**config.mk**
```make
export PLATFORM = sky130hd
export DESIGN_NAME = bfly_router_rr_flat
export DESIGN_NICKNAME = d
export VERILOG_FILES = /design/src/rtl/bfly_router_rr_if.sv /design/src/rtl/bfly_router_rr.sv /design/src/flat_wrapper.sv
export SDC_FILE = /design/constraint.sdc
export NUM_CORES = 1
export LEC_CHECK = 0
export ABC_CLOCK_PERIOD_IN_PS = 3200
export CAP_MARGIN = 40
export CORE_AREA = 3 3 230 232
export CTS_CLUSTER_DIAMETER = 100
export DETAILED_ROUTE_END_ITERATION = 8
export DIE_AREA = 0 0 233 235
export PLACE_DENSITY = 0.55
export SYNTH_ARGS = -nofsm -noshare
export SYNTH_HDL_FRONTEND = slang
export SYNTH_SLANG_ARGS = --single-unit
export TNS_END_PERCENT = 30
```
**constraint.sdc**
```tcl
create_clock -name clk_i -period 3.2 [get_ports clk_i]
set_input_delay 0.64 -clock clk_i [delete_from_list [all_inputs] [get_ports clk_i]]
set_output_delay 0.64 -clock clk_i [all_outputs]
set_load 0.1 [all_outputs]
```
**src/rtl/bfly_router_rr_if.sv**
```systemverilog
// Port bundle for one radix-N butterfly router stage: upstream request/response
// side (_i/_o seen from the router) and downstream side toward the next layer.
interface bfly_router_rr_if #(
    parameter int unsigned Radix         = 4,
    parameter int unsigned AddWidth      = 8,
    parameter int unsigned ReqDataWidth  = 32,
    parameter int unsigned RespDataWidth = 32
);
    logic [Radix-1:0]                    req_i;
    logic [Radix-1:0]                    gnt_o;
    logic [Radix-1:0][AddWidth-1:0]      add_i;
    logic [Radix-1:0][ReqDataWidth-1:0]  data_i;
    logic [Radix-1:0][RespDataWidth-1:0] rdata_o;
    logic [Radix-1:0]                    rvalid_o;
    logic [Radix-1:0]                    req_o;
    logic [Radix-1:0]                    gnt_i;
    logic [Radix-1:0][AddWidth-1:0]      add_o;
    logic [Radix-1:0][ReqDataWidth-1:0]  data_o;
    logic [Radix-1:0][RespDataWidth-1:0] rdata_i;

    modport slave (
        input  req_i, add_i, data_i, gnt_i, rdata_i,
        output gnt_o, rdata_o, rvalid_o, req_o, add_o, data_o
    );

    modport master (
        output req_i, add_i, data_i, gnt_i, rdata_i,
        input  gnt_o, rdata_o, rvalid_o, req_o, add_o, data_o
    );
endinterface

```
**src/rtl/bfly_router_rr.sv**
```systemverilog
// Radix-N butterfly router stage: per-output round-robin arbitration on the top
// log2(Radix) address bits, combinational forwarding, fixed-latency response return.
module bfly_router_rr #(
    parameter int unsigned Radix         = 4,
    parameter int unsigned AddWidth      = 8,
    parameter int unsigned ReqDataWidth  = 32,
    parameter int unsigned RespDataWidth = 32,
    parameter int unsigned RespLat       = 1
) (
    input  logic           clk_i,
    input  logic           rst_i,
    bfly_router_rr_if.slave bus
);
    localparam int unsigned L = (Radix > 1) ? $clog2(Radix) : 1;

    typedef logic [L-1:0] idx_t;
    typedef struct packed {
        logic vld;
        idx_t idx;
    } rsp_t;

    if (Radix < 2 || Radix > 8 || (Radix & (Radix - 1)) != 0 || AddWidth < L || RespLat < 1)
    begin : g_param_check
        $fatal(1, "bfly_router_rr: Radix must be a power of two in 2..8, AddWidth >= log2(Radix), RespLat >= 1");
    end

    idx_t [Radix-1:0]                    dst_c;
    logic [Radix-1:0][Radix-1:0]         match_c;  // [output][input]
    idx_t [Radix-1:0]                    win_c;
    logic [Radix-1:0]                    req_o_c;
    logic [Radix-1:0]                    fire_c;
    logic [Radix-1:0]                    gnt_o_c;
    logic [Radix-1:0][AddWidth-1:0]      add_o_c;
    logic [Radix-1:0][ReqDataWidth-1:0]  data_o_c;
    logic [Radix-1:0]                    rvalid_o_c;
    logic [Radix-1:0][RespDataWidth-1:0] rdata_o_c;
    logic                                rsp_collide_c;

    idx_t [Radix-1:0]              rr_q, rr_d;
    rsp_t [Radix-1:0][RespLat-1:0] pipe_q, pipe_d;

    // Destination decode and per-output request matrix
    always_comb begin
        dst_c   = '0;
        match_c = '0;
        req_o_c = '0;
        for (int unsigned i = 0; i < Radix; i++) begin
            dst_c[i] = bus.add_i[i][AddWidth-1 -: L];
        end
        for (int unsigned j = 0; j < Radix; j++) begin
            for (int unsigned i = 0; i < Radix; i++) begin
                match_c[j][i] = bus.req_i[i] && (dst_c[i] == idx_t'(j));
            end
            req_o_c[j] = |match_c[j];
        end
    end

    // Round-robin pick: first requester at or after rr_q[j], circularly
    always_comb begin : p_arb
        idx_t cand;
        logic found;
        cand  = '0;
        found = 1'b0;
        win_c = '0;
        for (int unsigned j = 0; j < Radix; j++) begin
            found = 1'b0;
            for (int unsigned k = 0; k < Radix; k++) begin
                cand = rr_q[j] + idx_t'(k);
                if (!found && match_c[j][cand]) begin
                    win_c[j] = cand;
                    found    = 1'b1;
                end
            end
        end
    end

    // Forwarding, upstream grants and next-state for pointers and response pipe
    always_comb begin
        add_o_c  = '0;
        data_o_c = '0;
        fire_c   = '0;
        gnt_o_c  = '0;
        rr_d     = rr_q;
        pipe_d   = '0;
        for (int unsigned j = 0; j < Radix; j++) begin
            if (req_o_c[j]) begin
                add_o_c[j]  = bus.add_i[win_c[j]] << L;
                data_o_c[j] = bus.data_i[win_c[j]];
            end
            fire_c[j] = req_o_c[j] && bus.gnt_i[j];
            if (fire_c[j]) begin
                gnt_o_c[win_c[j]] = 1'b1;
                rr_d[j]           = win_c[j] + idx_t'(1);
            end
            pipe_d[j][0] = '{vld: fire_c[j], idx: win_c[j]};
            for (int unsigned s = 1; s < RespLat; s++) begin
                pipe_d[j][s] = pipe_q[j][s-1];
            end
        end
    end

    always_ff @(posedge clk_i) begin
        if (rst_i) begin
            rr_q   <= '0;
            pipe_q <= '0;
        end else begin
            rr_q   <= rr_d;
            pipe_q <= pipe_d;
        end
    end

    // Steer returning rdata back to the input that issued the request
    always_comb begin
        rvalid_o_c    = '0;
        rdata_o_c     = '0;
        rsp_collide_c = 1'b0;
        for (int unsigned j = 0; j < Radix; j++) begin
            if (pipe_q[j][RespLat-1].vld) begin
                if (rvalid_o_c[pipe_q[j][RespLat-1].idx]) begin
                    rsp_collide_c = 1'b1;
                end
                rvalid_o_c[pipe_q[j][RespLat-1].idx] = 1'b1;
                rdata_o_c[pipe_q[j][RespLat-1].idx]  = bus.rdata_i[j];
            end
        end
    end

    a_no_rsp_collision: assert property (@(posedge clk_i) disable iff (rst_i) !rsp_collide_c);

    assign bus.req_o    = req_o_c;
    assign bus.gnt_o    = gnt_o_c;
    assign bus.add_o    = add_o_c;
    assign bus.data_o   = data_o_c;
    assign bus.rvalid_o = rvalid_o_c;
    assign bus.rdata_o  = rdata_o_c;

endmodule

```
**src/flat_wrapper.sv**
```systemverilog
// flat-port wrapper written by rule: the top's interface ports become plain ports
module bfly_router_rr_flat 
#(
    parameter int unsigned Radix         = 4,
    parameter int unsigned AddWidth      = 8,
    parameter int unsigned ReqDataWidth  = 32,
    parameter int unsigned RespDataWidth = 32,
    parameter int unsigned RespLat       = 1
)
  (clk_i, rst_i, bus_req_i, bus_add_i, bus_data_i, bus_gnt_i, bus_rdata_i, bus_gnt_o, bus_rdata_o, bus_rvalid_o, bus_req_o, bus_add_o, bus_data_o);
  bfly_router_rr_if #(.Radix(Radix), .AddWidth(AddWidth), .ReqDataWidth(ReqDataWidth), .RespDataWidth(RespDataWidth)) bus_i ();
  input  logic clk_i;
  input  logic rst_i;
  input wire logic [$bits(bus_i.req_i)-1:0] bus_req_i;
  input wire logic [$bits(bus_i.add_i)-1:0] bus_add_i;
  input wire logic [$bits(bus_i.data_i)-1:0] bus_data_i;
  input wire logic [$bits(bus_i.gnt_i)-1:0] bus_gnt_i;
  input wire logic [$bits(bus_i.rdata_i)-1:0] bus_rdata_i;
  output wire logic [$bits(bus_i.gnt_o)-1:0] bus_gnt_o;
  output wire logic [$bits(bus_i.rdata_o)-1:0] bus_rdata_o;
  output wire logic [$bits(bus_i.rvalid_o)-1:0] bus_rvalid_o;
  output wire logic [$bits(bus_i.req_o)-1:0] bus_req_o;
  output wire logic [$bits(bus_i.add_o)-1:0] bus_add_o;
  output wire logic [$bits(bus_i.data_o)-1:0] bus_data_o;
  assign bus_i.req_i = bus_req_i;
  assign bus_i.add_i = bus_add_i;
  assign bus_i.data_i = bus_data_i;
  assign bus_i.gnt_i = bus_gnt_i;
  assign bus_i.rdata_i = bus_rdata_i;
  assign bus_gnt_o = bus_i.gnt_o;
  assign bus_rdata_o = bus_i.rdata_o;
  assign bus_rvalid_o = bus_i.rvalid_o;
  assign bus_req_o = bus_i.req_o;
  assign bus_add_o = bus_i.add_o;
  assign bus_data_o = bus_i.data_o;
  bfly_router_rr #(.Radix(Radix), .AddWidth(AddWidth), .ReqDataWidth(ReqDataWidth), .RespDataWidth(RespDataWidth), .RespLat(RespLat)) u_core (.clk_i(clk_i), .rst_i(rst_i), .bus(bus_i));
endmodule
```
==> impl_metrics.ini <==
[layout]
area.sequential_sq_um = 400.4
flow.area_growth_from_synthesis_pct = 165.7
finish.net_count = 2318
finish.instance_area_sq_mm = 0.02462
footprint_of_the_multi_input_gates_sq_mm = 0.01078
layout.filler_cells = 4584
drive_above_1_share_pct = 46.09

[synthesis]
ys_top_cells_by_count = mux2i_1, o22ai_1, o21ai_0
synth-adder-area-share_pct = 1.620
ys.warnings.count = 0
synth_edf_count = 0
sequential_cell_area_fraction_in_the_yosys_report_pct = 4.321
dominant_combinational_cell_family_by_area_after_synthesis = compound AO/OA/AOI/OAI gates
synth.lib_cells_used.distinct = 51
post-synth-top-count-cell = mux2i_1
syn_avg_cell_area_sq_um = 7.183
post_synth_xor_area_fraction_pct = 0.09452
synth_compound_gate_area_share_pct = 42.94
synthFlopType = dfxtp_1
ffs_latches_synth = 20
synth.area.top_cells = mux2i_1, o22ai_1, a221oi_1, o21ai_0, a221o_1
yosysTopAreaCellShare_pct = 29.06
post_synth_and_or_nand_nor_area_fraction_pct = 11.81
proportion_of_synthesized_area_in_mux_cells_pct = 29.18
synth_cells = 1290
synthesis.area_sq_mm = 0.009266
netlist.top_cell.by_area = mux2i_1
synthArstFlopShare_pct = 0

[place]
placed_cell_area_sq_mm = 0.02224
place.detailed.hpwl_mm = 53.97
gp_congestion = 0.9226
io_buffer_count = 589
detailedPlace.worstSlack_ps = -612.6

[worst_setup_path]
critPathSlowestCell = or3b_4
worst-endpoint-required_ps = 2560
critical_path.max_fanout = 8
slowest_delay_ps = 410
critical_path_class = in2out
critical_path.endpoint_type = output pin
start_kind = input pin
path_cells = buf_8 > or3b_4 > buf_6 > buf_6 > o221a_4 > buf_12 > buf_8 > buf_12 > mux2i_2 > a221oi_4 > buf_12
arrival_ps = 2820
critical_path.most_common_cell = buf_12

[cts]
tritoncts_buffer_count = 3
tritoncts = done
clock_tree.buffer_depth = 2
clkSinkCount = 20
cts_htree_levels = 1
clk_pin_slew_ps = 60
root_driver = clkbuf_16
clkLatencyLatePin_ps = 250

[floorplanning]
core-area_sq_mm = 0.05120
pin_count = 598
initial_utilization_pct = 18.10
die_h_um = 235
std_cell_rows = 83
design.die.area_sq_mm = 0.05476
die_width_um = 233

[pwr]
combPwrFrac_pct = 92.2
switching_power_mw = 4.650
power.share.sequential_pct = 3.5
power_leakage_nw = 9.159
clock_power_share_pct = 4.3
power_density_of_the_placed_cells_mw_per_mm2 = 330.6
netSwitchingFraction_pct = 57.13
power.ir.vdd_worst_v = 0.0002503
intPower_mw = 3.490
post-layout-total-power_mw = 8.140

[routing]
via_count = 14960
routed_via_density = 5.560
highest-signal-layer = met5
post_dr_wirelength_cell_um = 27.31
wl_mm = 73.46
dr_wl_met2_mm = 37.90
detailedRoute.firstPassIterationCount = 6
antenna_left = 0
remaining_drc_errors = 0
routed-wl-met3_mm = 5.761
dr.first_iter.drc_count = 1095
routedLengthMet1_mm = 26.75

[sta]
worst_clock_skew_ps = 4.339
unrepaired_setup_endpoints_after_global_routing = true
fin_crit_sh_pct = 108.0
finalHoldViolations = 0
number_of_pins_with_negative_max_slew_slack_in_the_final_report = 0
timing.setup.tns_ps = -13710
post_layout_min_period_ps = 3455
maxClockFrequency_mhz = 289.4
worst_pin_slew_ps = 857.0
whs_ps = 551.8
relSlewSlack_pct = 42.87
setup_viol = 118
setup_slack_ps = -255.3

[grt]
grt_util_all_layers_pct = 24.41
grt_antenna_before_repair = 5
wire_length_of_the_first_global_routing_pass_mm = 103.5
grt_max_degree = 66
globalRouteOverflowTotal = 0
grt_pass1_vias = 15130

[run]
drv.max_cap_violation_count = 0

[status]
outcome = finished with violations
violations = negative setup slack

[worst_hold_path]
min-delay-path-class = reg2reg
[power groups by stage]
stage          Clock, mW  Combinational, mW  Sequential, mW
2_1_floorplan          0               4.09           0.282
5_1_grt            0.367               7.71           0.290
4_1_cts            0.353               7.23           0.287
6_report           0.348               7.51           0.287
3_3_place_gp           0               6.88           0.291
3_5_place_dp           0               6.92           0.291
[cell families (layout without fill, tap and decap cells)]
kind of cell / after synthesis / after routing
buffers and inverters: 211 / 921
adders and majority gates: 12 / 12
and+or+nand+nor: 227 / 227
AOI/OAI and AO/OA: 548 / 548
muxes: 270 / 270
xor gates and xnor gates: 1 / 1
other: 1 / 11
DFF: 20 / 20
[state kept, by name, summed over array words and instances, names as in the netlist]
name           cells
u_core.pipe_q     12
u_core.rr_q        8
[through the flow]
stage               util (%)  cells
floorplan                  -   1297
global placement       43.44   2609
detailed placement     43.44   2609
CTS                    46.04   2652
global route           48.08   2688
finish                 48.09   2690
[metal layers]
layer / GRT usage [%] / vias to the layer above
li1: - / 6619
met1: 27.78 / 7319
met2: 45.72 / 874
met3: 4.231 / 142
met4: 7.484 / 2
met5: 0 / -
[critical path: cells and delay by family]
| kind | cells | cell delay [ps] |
|---|---|---|
| mux | 1 | 150 |
| simple gates | 1 | 410 |
| buf+inv | 7 | 1000 |
| compound gates | 2 | 610 |
[worst paths after layout]
kind / slack [ps] / endpoint / from / cells past startpoint
max: -260 / bus_add_o[7] / bus_add_i[22] / 11
min reg2reg: 550 / u_core.rr_q[6] / u_core.rr_q[6] / 2
min: 550 / u_core.rr_q[6] / u_core.rr_q[6] / 2
max reg2reg: 1060 / u_core.rr_q[1] / u_core.rr_q[1] / 8
[layout make-up]
type | instances | share of cell area (%)
antenna | 3 | 0.03049
tap | 680 | 3.456
inverter | 46 | 0.7115
multi-input combinational | 1066 | 43.78
clock buffer | 3 | 0.3049
sequential | 20 | 1.626
clock inverter | 1 | 0.1220
timing repair buffer | 871 | 49.97
[cell usage in the layout (no fill, tap or decap), types with 58 or more instances in the layout]
cell and n:
a221o_1 64, a221oi_1 64, buf_12 346, buf_4 142, buf_6 58, clkdlybuf4s50_1 285, mux2i_1 178, mux2i_2 78
nand2_1 72, nor2_1 80, o21ai_0 67, o21ai_1 62, o22ai_1 64, o22ai_4 65
[timing repair]
| item | CTS | global route |
|---|---|---|
| endpoints found under the setup margin | 156 | 137 |
| setup buffers | 36 | 37 |
| hold buffers | 0 | 0 |
| pin swaps | 64 | 57 |
| cloned | 8 | 6 |
| resized for setup | 215 | 149 |
Power figures use the tool's default switching activity.
